--- src/rtl/coa_defs.sv ---
// Shared fetch-stage definitions: controller state encoding, PC increment, NOP word.
// Constants only; no timing or flow-control behaviour of its own.
package coa_defs;

    typedef enum logic [1:0] {
        ST_IDLE    = 2'd0,
        ST_REQ     = 2'd1,
        ST_HOLD    = 2'd2,
        ST_DISCARD = 2'd3
    } fetch_state_t;

    localparam logic [31:0] PC_STEP   = 32'd4;
    localparam logic [31:0] NOP_INSTR = 32'h0000_0013;

endpackage

--- src/rtl/fetch_skid.sv ---
// One-entry instr/pc holding buffer for a fetch response that arrives while IF/ID is stalled.
// Load is visible the cycle after; flush and unload take priority over load.
module fetch_skid
    import coa_defs::*;
(
    input  logic        clk,
    input  logic        reset,
    input  logic        i_load,
    input  logic        i_unload,
    input  logic        i_flush,
    input  logic [31:0] i_instr,
    input  logic [31:0] i_pc,
    output logic        o_vld,
    output logic [31:0] o_instr,
    output logic [31:0] o_pc
);

    logic        r_vld;
    logic [31:0] r_instr;
    logic [31:0] r_pc;

    always_ff @(posedge clk) begin
        if (reset) begin
            r_vld   <= 1'b0;
            r_instr <= NOP_INSTR;
            r_pc    <= 32'h0;
        end else if (i_flush || i_unload) begin
            r_vld <= 1'b0;
        end else if (i_load) begin
            r_vld   <= 1'b1;
            r_instr <= i_instr;
            r_pc    <= i_pc;
        end
    end

    assign o_vld   = r_vld;
    assign o_instr = r_instr;
    assign o_pc    = r_pc;

endmodule

--- src/rtl/fetch_ctrl.sv ---
// IF-stage fetch controller: single-outstanding imem req/ack, PC update, redirect with stale-response discard.
// Instruction valid one cycle after ack; a stalled full output slot parks one response in the skid and pauses fetch.
module fetch_ctrl #(
    parameter logic [31:0] RESET_PC  = 32'h0000_0000,
    parameter logic [31:0] NOP_INSTR = 32'h0000_0013
) (
    input  logic        clk,
    input  logic        reset,
    input  logic [31:0] pc_in,
    input  logic        stall,
    input  logic        redirect_valid,
    input  logic [31:0] redirect_pc,
    input  logic        imem_ack,
    input  logic [31:0] imem_rdata,
    output logic        imem_req,
    output logic [31:0] imem_addr,
    output logic        PCWrite,
    output logic [31:0] next_pc,
    output logic        if_valid,
    output logic [31:0] if_instr,
    output logic [31:0] if_pc
);
    import coa_defs::*;

    fetch_state_t r_state;
    logic         r_imem_req;
    logic [31:0]  r_imem_addr;
    logic         r_if_valid;
    logic [31:0]  r_if_instr;
    logic [31:0]  r_if_pc;

    logic         w_slot_free;
    logic         w_take_ack;
    logic         w_skid_load;
    logic         w_skid_unload;
    logic         w_skid_flush;
    logic         w_skid_vld;
    logic [31:0]  w_skid_instr;
    logic [31:0]  w_skid_pc;
    logic [31:0]  w_addr_next;

    assign w_slot_free   = !r_if_valid || !stall;
    assign w_addr_next   = r_imem_addr + PC_STEP;
    assign w_take_ack    = (r_state == ST_REQ) && imem_ack && !redirect_valid;
    assign w_skid_load   = w_take_ack && !w_slot_free;
    assign w_skid_unload = (r_state == ST_HOLD) && w_skid_vld && !redirect_valid && !stall;
    assign w_skid_flush  = (r_state == ST_HOLD) && redirect_valid;

    fetch_skid u_skid (
        .clk      (clk),
        .reset    (reset),
        .i_load   (w_skid_load),
        .i_unload (w_skid_unload),
        .i_flush  (w_skid_flush),
        .i_instr  (imem_rdata),
        .i_pc     (r_imem_addr),
        .o_vld    (w_skid_vld),
        .o_instr  (w_skid_instr),
        .o_pc     (w_skid_pc)
    );

    // Redirect wins over any ack; the PC only advances on a response that is actually kept.
    always_comb begin
        PCWrite = 1'b0;
        next_pc = pc_in;
        if (!reset) begin
            if (redirect_valid) begin
                PCWrite = 1'b1;
                next_pc = redirect_pc;
            end else if (w_take_ack) begin
                PCWrite = 1'b1;
                next_pc = w_addr_next;
            end
        end
    end

    always_ff @(posedge clk) begin
        if (reset) begin
            r_state     <= ST_IDLE;
            r_imem_req  <= 1'b0;
            r_imem_addr <= RESET_PC;
            r_if_valid  <= 1'b0;
            r_if_instr  <= NOP_INSTR;
            r_if_pc     <= 32'h0;
        end else begin
            // A consumed or flushed output slot empties unless a state below refills it.
            if (redirect_valid || !stall) begin
                r_if_valid <= 1'b0;
                r_if_instr <= NOP_INSTR;
            end
            case (r_state)
                ST_IDLE: begin
                    if (!redirect_valid && w_slot_free) begin
                        r_state     <= ST_REQ;
                        r_imem_req  <= 1'b1;
                        r_imem_addr <= pc_in;
                    end
                end
                ST_REQ: begin
                    if (redirect_valid) begin
                        if (imem_ack) begin
                            r_state    <= ST_IDLE;
                            r_imem_req <= 1'b0;
                        end else begin
                            r_state <= ST_DISCARD;
                        end
                    end else if (imem_ack) begin
                        if (w_slot_free) begin
                            r_if_valid  <= 1'b1;
                            r_if_instr  <= imem_rdata;
                            r_if_pc     <= r_imem_addr;
                            r_imem_addr <= w_addr_next;
                        end else begin
                            r_state    <= ST_HOLD;
                            r_imem_req <= 1'b0;
                        end
                    end
                end
                ST_HOLD: begin
                    if (redirect_valid) begin
                        r_state <= ST_IDLE;
                    end else if (w_skid_unload) begin
                        r_state    <= ST_IDLE;
                        r_if_valid <= 1'b1;
                        r_if_instr <= w_skid_instr;
                        r_if_pc    <= w_skid_pc;
                    end
                end
                ST_DISCARD: begin
                    if (imem_ack) begin
                        r_state    <= ST_IDLE;
                        r_imem_req <= 1'b0;
                    end
                end
                default: r_state <= ST_IDLE;
            endcase
        end
    end

    assign imem_req  = r_imem_req;
    assign imem_addr = r_imem_addr;
    assign if_valid  = r_if_valid;
    assign if_instr  = r_if_instr;
    assign if_pc     = r_if_pc;

endmodule
--- config.mk ---
export PLATFORM = sky130hd
export DESIGN_NAME = fetch_ctrl
export DESIGN_NICKNAME = d
export VERILOG_FILES = /design/src/rtl/coa_defs.sv /design/src/rtl/fetch_skid.sv /design/src/rtl/fetch_ctrl.sv
export SDC_FILE = /design/constraint.sdc
export NUM_CORES = 1
export LEC_CHECK = 0
export CAP_MARGIN = 20
export CORE_ASPECT_RATIO = 1.25
export CORE_UTILIZATION = 50
export DETAILED_ROUTE_END_ITERATION = 7
export PLACE_DENSITY_LB_ADDON = 0.1
export SETUP_SLACK_MARGIN = 0.1
export SLEW_MARGIN = 10
export SYNTH_ARGS = -nofsm -noshare
export SYNTH_HDL_FRONTEND = slang
export SYNTH_SLANG_ARGS = --single-unit
--- constraint.sdc ---
create_clock -name clk -period 2.9 [get_ports clk]
set_clock_uncertainty 0.15 [all_clocks]
set_input_delay 0.435 -clock clk [delete_from_list [all_inputs] [get_ports clk]]
set_output_delay 0.435 -clock clk [all_outputs]
set_load 0.005 [all_outputs]
==> key figures <==
Timing
  – Max_slew headroom: 0.587
  – Tcrit/Tclk final: 0.982
  – TNS Setup: 0 ns
  – Fin. Hold Viols: 0
  – Max Slew Vio Count: 0
  – RSZ-0062 raised after global routing: true
  – Max frequency: 351 MHz
  – WHS: 0.186 ns
  – Worst slew pin tran: 0.620 ns
  – Fin crit period: 2.85 ns
  – Setup Viol. Count Final: 0

Worst setup path
  – CP endpoint kind: output pin
  – Critical path peak fanout: 3
  – Startpoint Class: flip-flop
  – Arrival time at the worst endpoint: 2.26 ns
  – Slowest-stage cell, CP: dfxtp_4
  – Number of buffers and inverters on the critical path: 3
  – Worst Path Required: 2.32 ns
  – CP top delay family: simple AND/OR/NAND/NOR gates
  – WS Path Type: flip-flop to output pin
  – Critical path's largest stage delay: 0.36 ns
  – Worst path cell trace: ha_4, and3_4, nand4_1, buf_6, buf_4, nor3_4, xnor2_1, o21ai_1, buf_2

CTS
  – Root buffer cell: clkbuf_16
  – CTS buffer count: 17
  – Reg clk slew, reported paths: 0.06 ns
  – Clk_lat worst skew: 0.43 ns
  – CTS Sinks: 165
  – Clock buffer depth: 2
  – CTS tree: built
  – Hold-fix buffers, CTS: 0
  – H-tree Lvls: 4

Drt
  – Detailed-route DRC error count: 0
  – Metal-1 WL: 11.6 mm
  – DR vias/cell: 5.99
  – DR WL met3: 2.45 mm
  – Met2 WL: 15.1 mm
  – Vias post-DR: 9887
  – Final WL: 30.3 mm
  – Max Used Layer: met4
  – Wire per inst: 18.3 um
  – ANT nets after route: 0
  – Initial DRC count: 932
  – Drt first pass iters: 6

Cells and area
  – Fin cells: 1651
  – Share of layout cells above drive strength 1: 0.154
  – Final Core Density: 0.736
  – Fill cell count: 1373
  – Design Area, Final: 12800 sq um
  – Final nets: 1520
  – Area growth syn-to-layout: 43.8%

Global route
  – First-pass GRT wire length: 47.0 mm
  – GRT overflow: 0
  – Gr usage total: 0.324
  – Initial antenna violation count: 0
  – Vias in the first global route: 9156
  – Largest net degree at the start of global routing: 135

Floorplan
  – # rows: 54
  – Die ar.: 18400 sq um
  – Die Ht: 151 um
  – Core Region: 17400 sq um
  – Starting density of the core: 0.512
  – Ports: 232
  – Die Wd: 121 um

Synth
  – Syn Area/Cell: 7.63 sq um
  – Syn nets: 1276
  – Mapped Cells: 1169
  – Yosys reg bits: 165
  – Post-synth EDFFs: 0
  – Warnings, synthesis: 0
  – Mapped cell area: 8920 sq um
  – Ys flop type: dfxtp_1
  – Post-synthesis sequential area ratio: 0.370
  – Asr flop ratio synth: 0
  – Netlist cell types: 58

Place
  – Placed Area: 11800 sq um
  – Post-DP HPWL: 18.7 mm
  – RePlAce Congestion: 0.897
  – Placed Cells: 1579
  – PortBufs: 231

Pwr
  – Leakage power: 4.55 nW
  – P per Cell Area: 500 nW/um^2
  – Peak VDD IR: 0.448 mV

Run
  – Max-cap violations: 0

Min path
  – Worst Hold Class: primary input to flip-flop

Status
  – Status: completed
## cell usage in the layout, fill, tap and decap left out, types with 10 or more instances in the layout
cell and count:
xnor2_1 12, a21oi_1 156, clkbuf_16 17, buf_6 12, buf_4 98, clkdlybuf4s50_1 197, nor2b_1 14, a31oi_1 11
nand3_1 19, inv_1 12, nor2_1 50, mux2i_1 33, dfxtp_1 150, a211oi_1 37, dlygate4sd2_1 20, o22a_1 28
nand2_1 173, nor3_1 41, o21ai_0 51, buf_2 11, dfxtp_2 10, and3_1 41, nand4_1 11, xor2_1 12
o21ai_1 14, a22oi_1 63
## synthesized netlist by cell type (all sizes together) (4+ instances only)
| library cell | number | area (sq um) |
|---|---|---|
| a211oi | 37 | 278 |
| a21oi | 156 | 781 |
| a22oi | 64 | 480 |
| a31oi | 11 | 68.8 |
| and2 | 5 | 31.3 |
| and3 | 44 | 277 |
| and4 | 5 | 43.8 |
| buf | 29 | 138 |
| clkbuf | 96 | 362 |
| dfxtp | 165 | 3300 |
| ha | 6 | 75.1 |
| inv | 13 | 48.8 |
| mux2i | 33 | 330 |
| nand2 | 176 | 661 |
| nand2b | 7 | 43.8 |
| nand3 | 25 | 135 |
| nand4 | 12 | 90.1 |
| nor2 | 52 | 195 |
| nor2b | 16 | 100 |
| nor3 | 44 | 220 |
| nor4 | 7 | 65.1 |
| o21ai | 67 | 335 |
| o22a | 28 | 245 |
| o32ai | 5 | 43.8 |
| or3 | 4 | 25.0 |
| xnor2 | 15 | 131 |
| xor2 | 13 | 114 |
## metrics by stage
stage               total power [mW]  setup slack [ns]
floorplan                       3.39             0.326
detailed placement              4.23           0.00167
global route                    6.68           -0.0136
CTS                             6.39           -0.0480
global placement                4.21            0.0564
finish                          6.41            0.0528
## worst reg2reg max path: cells and delay by family, from the launching register on
kind            cells  cell delay, ns
compound gates      1            0.29
buf+inv             6            0.75
flops               1            0.36
simple gates        4            1.01
## repair_timing
action,in CTS,in global routing
gates cloned,2,0
setup endpoints to repair,33,16
gates resized for setup,130,23
pin swaps,23,19
setup buffers,30,9
## state kept, by name, summed over array words and instances, names as in the netlist
signal / flops
if_instr: 32
if_pc: 32
imem_addr: 32
u_skid.o_instr: 32
u_skid.o_pc: 32
r_state: 2
if_valid: 1
imem_req: 1
u_skid.o_vld: 1
## report_power, final
part | switching, mW | internal (mW)
registers | 0.106 | 2.40
clock network | 0.940 | 1.21
logic | 0.919 | 0.835
total | 1.96 | 4.44
## path summary, 6_finish.rpt
path	start	endpoint	slack (ns)	cells past startpoint
worst max-delay path	imem_addr[2]$_SDFFE_PP0P_	next_pc[24]	0.05	9
worst min-delay path	reset	imem_addr[29]$_SDFFE_PP0P_	0.19	2
worst max register to register	imem_addr[2]$_SDFFE_PP0P_	imem_addr[21]$_SDFFE_PP0P_	0.25	11
worst min register to register	u_skid.o_pc[9]$_SDFFE_PP0P_	u_skid.o_pc[9]$_SDFFE_PP0P_	0.31	2
## cells by family after synthesis
| logic type | share of synthesized area |
|---|---|
| AO/OA/AOI/OAI | 0.273 |
| XOR/XNOR | 0.0275 |
| adder cells (fa/ha/maj) | 0.00842 |
| buffers and inverters | 0.0615 |
| flip-flops | 0.370 |
| multiplexers | 0.0408 |
| AND/OR/NAND/NOR | 0.218 |
## layout make-up
cell class | count | area [sq um] | area share
antenna | 1 | 2.50 | 0.000195
multi-input combinational | 866 | 5300 | 0.414
timing repair buffer | 350 | 3300 | 0.257
clock buffer | 21 | 450 | 0.0351
sequential | 165 | 3330 | 0.260
clock inverter | 11 | 104 | 0.00810
tap | 224 | 280 | 0.0219
inverter | 13 | 51.3 | 0.00400
## layer usage
| metal | up-vias | global-route usage |
|---|---|---|
| met5 | - | 0 |
| met4 | 0 | 0.148 |
| met3 | 90 | 0.0745 |
| met2 | 468 | 0.564 |
| met1 | 4626 | 0.375 |
| li1 | 4703 | - |
(Power assumes the default switching activity.)
